### src/rtl/wisc_pkg.sv
// Shared WISC pipeline definitions: datapath widths, fetch constants, fetch FSM encoding.
package wisc_pkg;

    localparam int unsigned XLEN = 16;
    localparam int unsigned OPW  = 5;

    localparam logic [XLEN-1:0] DEF_RESET_PC = 16'h0000;
    localparam logic [XLEN-1:0] DEF_NOP_INST = 16'h0800;
    localparam logic [OPW-1:0]  DEF_HALT_OP  = 5'b00000;

    typedef enum logic [1:0] {
        FETCH   = 2'd0,
        WAIT    = 2'd1,
        DISCARD = 2'd2,
        HALTED  = 2'd3
    } fetch_state_e;

    // One fetched instruction together with its fall-through address.
    typedef struct packed {
        logic [XLEN-1:0] inst;
        logic [XLEN-1:0] pc2;
    } fetch_entry_t;

    // Opcode field of a WISC instruction.
    function automatic logic [OPW-1:0] opcode(input logic [XLEN-1:0] inst);
        return inst[15:11];
    endfunction

endpackage

### src/rtl/fetch_skid_buf.sv
// One-entry skid buffer holding a fetch result that arrived while decode was stalled.
module fetch_skid_buf
    import wisc_pkg::*;
(
    input  logic         clk,
    input  logic         rst,
    input  logic         wr_i,
    input  logic         clr_i,
    input  logic         flush_i,
    input  fetch_entry_t data_i,
    output logic         valid_o,
    output fetch_entry_t data_o
);

    logic         valid_q;
    fetch_entry_t data_q;

    // Capture on write; read-clear and flush both empty the entry.
    always_ff @(posedge clk or posedge rst) begin
        if (rst) begin
            valid_q <= 1'b0;
            data_q  <= '0;
        end else if (flush_i || clr_i) begin
            valid_q <= 1'b0;
        end else if (wr_i) begin
            valid_q <= 1'b1;
            data_q  <= data_i;
        end
    end

    assign valid_o = valid_q;
    assign data_o  = data_q;

endmodule

### src/rtl/fetch_stage.sv
// WISC instruction-fetch stage: PC, variable-latency imem handshake, skid buffer, IF/ID register.
module fetch_stage
    import wisc_pkg::*;
#(
    parameter logic [XLEN-1:0] RESET_PC = DEF_RESET_PC,
    parameter logic [XLEN-1:0] NOP_INST = DEF_NOP_INST,
    parameter logic [OPW-1:0]  HALT_OP  = DEF_HALT_OP
) (
    input  logic            clk,
    input  logic            rst,
    input  logic            stall,
    input  logic            branch,
    input  logic [XLEN-1:0] pcbranch,
    output logic            imem_rd,
    output logic [XLEN-1:0] imem_addr,
    input  logic [XLEN-1:0] imem_rdata,
    input  logic            imem_done,
    output logic [XLEN-1:0] InstOut,
    output logic [XLEN-1:0] pcplus2Out,
    output logic            validOut,
    output logic            halted,
    output logic            err
);

    fetch_state_e    state_q, state_d;
    logic [XLEN-1:0] pc_q, pc_d;
    logic [XLEN-1:0] req_addr_q, req_addr_d;
    logic [XLEN-1:0] inst_q, inst_d;
    logic [XLEN-1:0] pc2_q, pc2_d;
    logic            valid_q, valid_d;
    logic            halted_q, halted_d;
    logic            err_q, err_d;

    logic            rd_c;
    logic [XLEN-1:0] addr_c;
    logic            wr_ifid;
    logic            bubble;
    fetch_entry_t    wr_entry;
    fetch_entry_t    res_entry;
    fetch_entry_t    buf_entry;
    logic            buf_v;
    logic            buf_wr;
    logic            buf_clr;
    logic            buf_flush;

    // Address is the live PC until a request is outstanding, then the captured request address.
    always_comb begin
        addr_c = pc_q;
        if (state_q == WAIT || state_q == DISCARD) begin
            addr_c = req_addr_q;
        end
    end

    assign imem_rd   = rd_c & ~rst;
    assign imem_addr = addr_c;
    assign res_entry = '{inst: imem_rdata, pc2: addr_c + XLEN'(2)};
    assign err_d     = err_q | (imem_rd & addr_c[0]);

    fetch_skid_buf u_skid (
        .clk     (clk),
        .rst     (rst),
        .wr_i    (buf_wr),
        .clr_i   (buf_clr),
        .flush_i (buf_flush),
        .data_i  (res_entry),
        .valid_o (buf_v),
        .data_o  (buf_entry)
    );

    // Request handshake, redirect/stall priority and IF/ID next-state selection.
    always_comb begin
        state_d    = state_q;
        pc_d       = pc_q;
        req_addr_d = req_addr_q;
        inst_d     = inst_q;
        pc2_d      = pc2_q;
        valid_d    = valid_q;
        halted_d   = halted_q;
        rd_c       = 1'b0;
        wr_ifid    = 1'b0;
        bubble     = 1'b0;
        wr_entry   = res_entry;
        buf_wr     = 1'b0;
        buf_clr    = 1'b0;
        buf_flush  = 1'b0;

        case (state_q)
            FETCH: begin
                if (!stall && !buf_v && !branch) begin
                    rd_c       = 1'b1;
                    req_addr_d = pc_q;
                    if (imem_done) begin
                        wr_ifid = 1'b1;
                        pc_d    = pc_q + XLEN'(2);
                    end else begin
                        state_d = WAIT;
                        bubble  = 1'b1;
                    end
                end else if (branch) begin
                    pc_d      = pcbranch;
                    buf_flush = buf_v;
                    bubble    = 1'b1;
                end else if (buf_v && !stall) begin
                    wr_ifid  = 1'b1;
                    wr_entry = buf_entry;
                    buf_clr  = 1'b1;
                end
            end

            WAIT: begin
                rd_c = 1'b1;
                if (imem_done) begin
                    state_d = FETCH;
                    if (branch) begin
                        pc_d   = pcbranch;
                        bubble = 1'b1;
                    end else if (stall) begin
                        buf_wr = 1'b1;
                        pc_d   = pc_q + XLEN'(2);
                    end else begin
                        wr_ifid = 1'b1;
                        pc_d    = pc_q + XLEN'(2);
                    end
                end else if (branch) begin
                    pc_d    = pcbranch;
                    state_d = DISCARD;
                    bubble  = 1'b1;
                end else if (!stall) begin
                    bubble = 1'b1;
                end
            end

            DISCARD: begin
                rd_c = 1'b1;
                if (imem_done) begin
                    state_d = FETCH;
                end
                if (branch) begin
                    pc_d   = pcbranch;
                    bubble = 1'b1;
                end else if (!stall) begin
                    bubble = 1'b1;
                end
            end

            HALTED: begin
                if (!stall) begin
                    bubble = 1'b1;
                end
            end

            default: begin
                state_d = FETCH;
            end
        endcase

        if (wr_ifid) begin
            inst_d  = wr_entry.inst;
            pc2_d   = wr_entry.pc2;
            valid_d = 1'b1;
            if (opcode(wr_entry.inst) == HALT_OP) begin
                halted_d = 1'b1;
                state_d  = HALTED;
            end
        end else if (bubble) begin
            inst_d  = NOP_INST;
            valid_d = 1'b0;
        end
    end

    // State, PC and IF/ID registers.
    always_ff @(posedge clk or posedge rst) begin
        if (rst) begin
            state_q    <= FETCH;
            pc_q       <= RESET_PC;
            req_addr_q <= RESET_PC;
            inst_q     <= NOP_INST;
            pc2_q      <= '0;
            valid_q    <= 1'b0;
            halted_q   <= 1'b0;
            err_q      <= 1'b0;
        end else begin
            state_q    <= state_d;
            pc_q       <= pc_d;
            req_addr_q <= req_addr_d;
            inst_q     <= inst_d;
            pc2_q      <= pc2_d;
            valid_q    <= valid_d;
            halted_q   <= halted_d;
            err_q      <= err_d;
        end
    end

    assign InstOut    = inst_q;
    assign pcplus2Out = pc2_q;
    assign validOut   = valid_q;
    assign halted     = halted_q;
    assign err        = err_q;

endmodule

### config.mk
export PLATFORM = sky130hd
export DESIGN_NAME = fetch_stage
export DESIGN_NICKNAME = d
export VERILOG_FILES = /design/src/rtl/wisc_pkg.sv /design/src/rtl/fetch_skid_buf.sv /design/src/rtl/fetch_stage.sv
export SDC_FILE = /design/constraint.sdc
export NUM_CORES = 1
export LEC_CHECK = 0
export ABC_AREA = 1
export BUFFER_PORTS_ARGS = -buffer_cell sky130_fd_sc_hd__buf_4
export CAP_MARGIN = 20
export CORE_ASPECT_RATIO = 1.25
export CORE_MARGIN = 2
export CORE_UTILIZATION = 30
export CTS_CLUSTER_SIZE = 10
export DETAILED_ROUTE_END_ITERATION = 8
export PLACE_DENSITY_LB_ADDON = 0.15
export SLEW_MARGIN = 20
export SYNTH_ARGS = -nofsm -noshare
export SYNTH_HDL_FRONTEND = slang
export SYNTH_SLANG_ARGS = --single-unit
### constraint.sdc
create_clock -name clk -period 3.5 [get_ports clk]
set_input_delay 0.35 -clock clk [delete_from_list [all_inputs] [get_ports clk]]
set_output_delay 0.35 -clock clk [all_outputs]
set_load 0.03 [all_outputs]
==> summary.md <==
| Metric | Value |
|---|---|
| Worst-path fanout max | 23 |
| TritonCTS Buffers | 9 |
| Clock latency at the later pin of the worst-skew pair | 0.36 ns |
| Worst path cell trace | inv_1 > ha_2 > inv_2 > or2_2 > o21ai_0 > inv_1 > buf_4 |
| Flops & latches, synth | 102 |
| GRT Overall Usage | 0.171 |
| Die X-Extent | 134 um |
| GR Overflow Total | 0 |
| Routability congestion estimate | 0.823 |
| Final setup violating endpoints | 0 |
| Cell Pwr Density | 1070 nW/um^2 |
| Cells after DPL | 1243 |
| Top delay family on crit path | buffers and inverters |
| Slowest CP cell | ha_2 |
| Max stage delay on crit path | 0.57 ns |
| Clock Root Buffer | clkbuf_16 |
| Worst relative slew slack | 0.499 |
| Routed Wire Length | 18.4 mm |
| Initial antenna violation count | 0 |
| Synth area leaders | dfrtp_1 (40%), nand2_1 (19%), o21ai_0 (8.5%) |
| Htree depth | 3 |
| Post_cts resized | 0 |
| CTS Hold Bufs | 0 |
| RSZ-0062 raised after global routing | false |
| Vias | 5918 |
| Most frequent CP cell | inv_1 |
| Max-Cap Viols | 0 |
| Mapped Nets | 957 |
| Commonest cells post-synth | nand2_1 (327), o21ai_0 (108), dfrtp_1 (101) |
| Skew final | 0.00544 ns |
| Worst EP arrival | 2.53 ns |
| Die Footprint | 22300 sq um |
| VDD IR max | 0.332 mV |
| IO buf count | 88 |
| Fin nets | 1024 |
| Tcrit/Tclk final | 0.822 |
| CP Buf/Inv Count | 4 |
| Post-synthesis instance area | 6340 sq um |
| Max Slew Vio Count | 0 |
| Setup bufs post-CTS | 0 |
| Hold Violations, Final | 0 |
| Critical Path Start Type | flop |
| Die height | 166 um |
| Largest net degree at the start of global routing | 56 |
| CP Class | reg2out |
| DP Wirelength | 13.3 mm |
| Layout area overhead | 17.7% |
| Most common cell in the netlist | nand2_1 |
| Status | complete, no violations |
| PnR worst setup slack | 0.622 ns |
| CTS Buffer Depth | 2 |
| Number of global-route vias before repair | 5682 |
| Post-synthesis sequential area ratio | 0.403 |
| Pleak | 3.69 nW |
| Syn avg cell area | 6.94 sq um |
| TritonCTS clock tree | done |
| Synth unique cells | 40 |
| Layout cell share with drive strength beyond 1 | 0.160 |
| FMAX | 0.347 GHz |
| Avg WL per Cell | 14.6 um |
| Hold WS | 0.142 ns |
| Hold WC Path Type | in2async |
| Area taken by multi-input logic gates | 3190 sq um |
| Cell taking the most area after synthesis | dfrtp_1 |
| Slew @ Worst Pin | 0.752 ns |
| Fin Setup TNS | 0 ns |
| TritonRoute pass-1 iters | 5 |
| First-pass GRT wire length | 30.2 mm |
| Detailed Route Iter0 Violations | 311 |
| Antenna Cells | 0 |
| DRC errors left | 0 |
| Post-synth ARST share | 1.00 |
| # rows | 59 |
| Post-synth top flop | dfrtp_1 |
| YS warnings | 0 |
| I/O pin count | 89 |
| Clock net sink count | 102 |
| Sequential Area | 2550 sq um |
| Post-route insts no fill | 1259 |
| # fillers | 2296 |
| Placement Setup Slack | 0.893 ns |
| Vias/cell | 4.70 |
| Core area | 20700 sq um |
| Post-route ant nets | 0 |
| Mapped Cells | 913 |
| Clock-pin slew on the worst setup and hold paths | 0.08 ns |
| Crit path capture type | output pin |
| Pwr Total | 0.00797 W |
| Number of synthesized flops with an enable pin | 0 |
| Synth top area share | 0.399 |
| Final min period | 2.88 ns |
| CP Data Required Time | 3.15 ns |
| Initial Util | 0.305 |
-- power by group --
group | switching, W | internal, W
sequential | 0.000352 | 0.00174
clock | 0.000509 | 0.000501
combinational | 0.00331 | 0.00156
-- metal layers --
metal / GRT usage / share of wire / vias up
met2: 0.293 / 0.49 / 123
met5: 0 / 0 / -
met3: 0.0204 / 0.042 / 17
met1: 0.222 / 0.45 / 2718
li1: - / - / 3060
met4: 0.0569 / 0.016 / 0
-- kinds of logic (layout without fill, tap and decap cells) --
| kind of cell | after synthesis | after routing | synth area share |
|---|---|---|---|
| flops | 102 | 102 | 0.403 |
| fa+ha+maj | 7 | 7 | 0.0138 |
| xor+xnor | 7 | 7 | 0.00968 |
| buf+inv | 129 | 201 | 0.0936 |
| simple gates | 474 | 474 | 0.310 |
| compound gates | 194 | 194 | 0.170 |
-- worst paths after layout --
check | cells past startpoint | end | startpoint | slack [ns]
max | 7 | imem_addr[15] | state_q[1] | 0.62
min | 2 | pc_q[12] | rst | 0.14
min reg2reg | 1 | err | err | 0.47
max in group asynchronous | 3 | InstOut[11] | rst | 2.59
min in group clk | 3 | u_skid.data_o[16] | imem_rdata[0] | 0.20
max reg2reg | 13 | pcplus2Out[15] | state_q[1] | 0.93
-- state kept, by name, summed over array words and instances (netlist names) --
| signal | flops |
|---|---|
| InstOut | 16 |
| err | 1 |
| halted | 1 |
| pc_q | 16 |
| pcplus2Out | 16 |
| req_addr_q | 16 |
| state_q | 2 |
| u_skid.data_o | 32 |
| u_skid.valid_o | 1 |
| validOut | 1 |
-- cells in the final DEF (no fill, tap or decap), drive strengths merged --
master	instances
nor3	2
a311oi	1
o2111ai	2
a31oi	2
or2	2
a21oi	35
dfrtp	101
inv	90
o211ai	3
xnor2	1
o21ai	138
clkinv	5
xor2	6
nand4	7
clkbuf	9
o21bai	7
a21o	1
ha	7
nor2	76
nand2	336
nand3	51
o22ai	3
dfstp	1
a211oi	1
o21a	1
buf	97
-- through the flow --
step                utilization  cell area [sq um]
CTS                       0.360               7460
global route              0.360               7460
detailed placement        0.345               7170
global placement          0.345               7170
floorplan                     -               6340
finish                    0.360               7460
-- area by class of cell --
type	count	share of cell area
multi-input combinational	682	0.428
sequential	102	0.342
timing repair buffer	97	0.0993
tap	274	0.0460
inverter	88	0.0453
clock buffer	9	0.0302
clock inverter	7	0.00906
(Power assumes the default switching activity.)
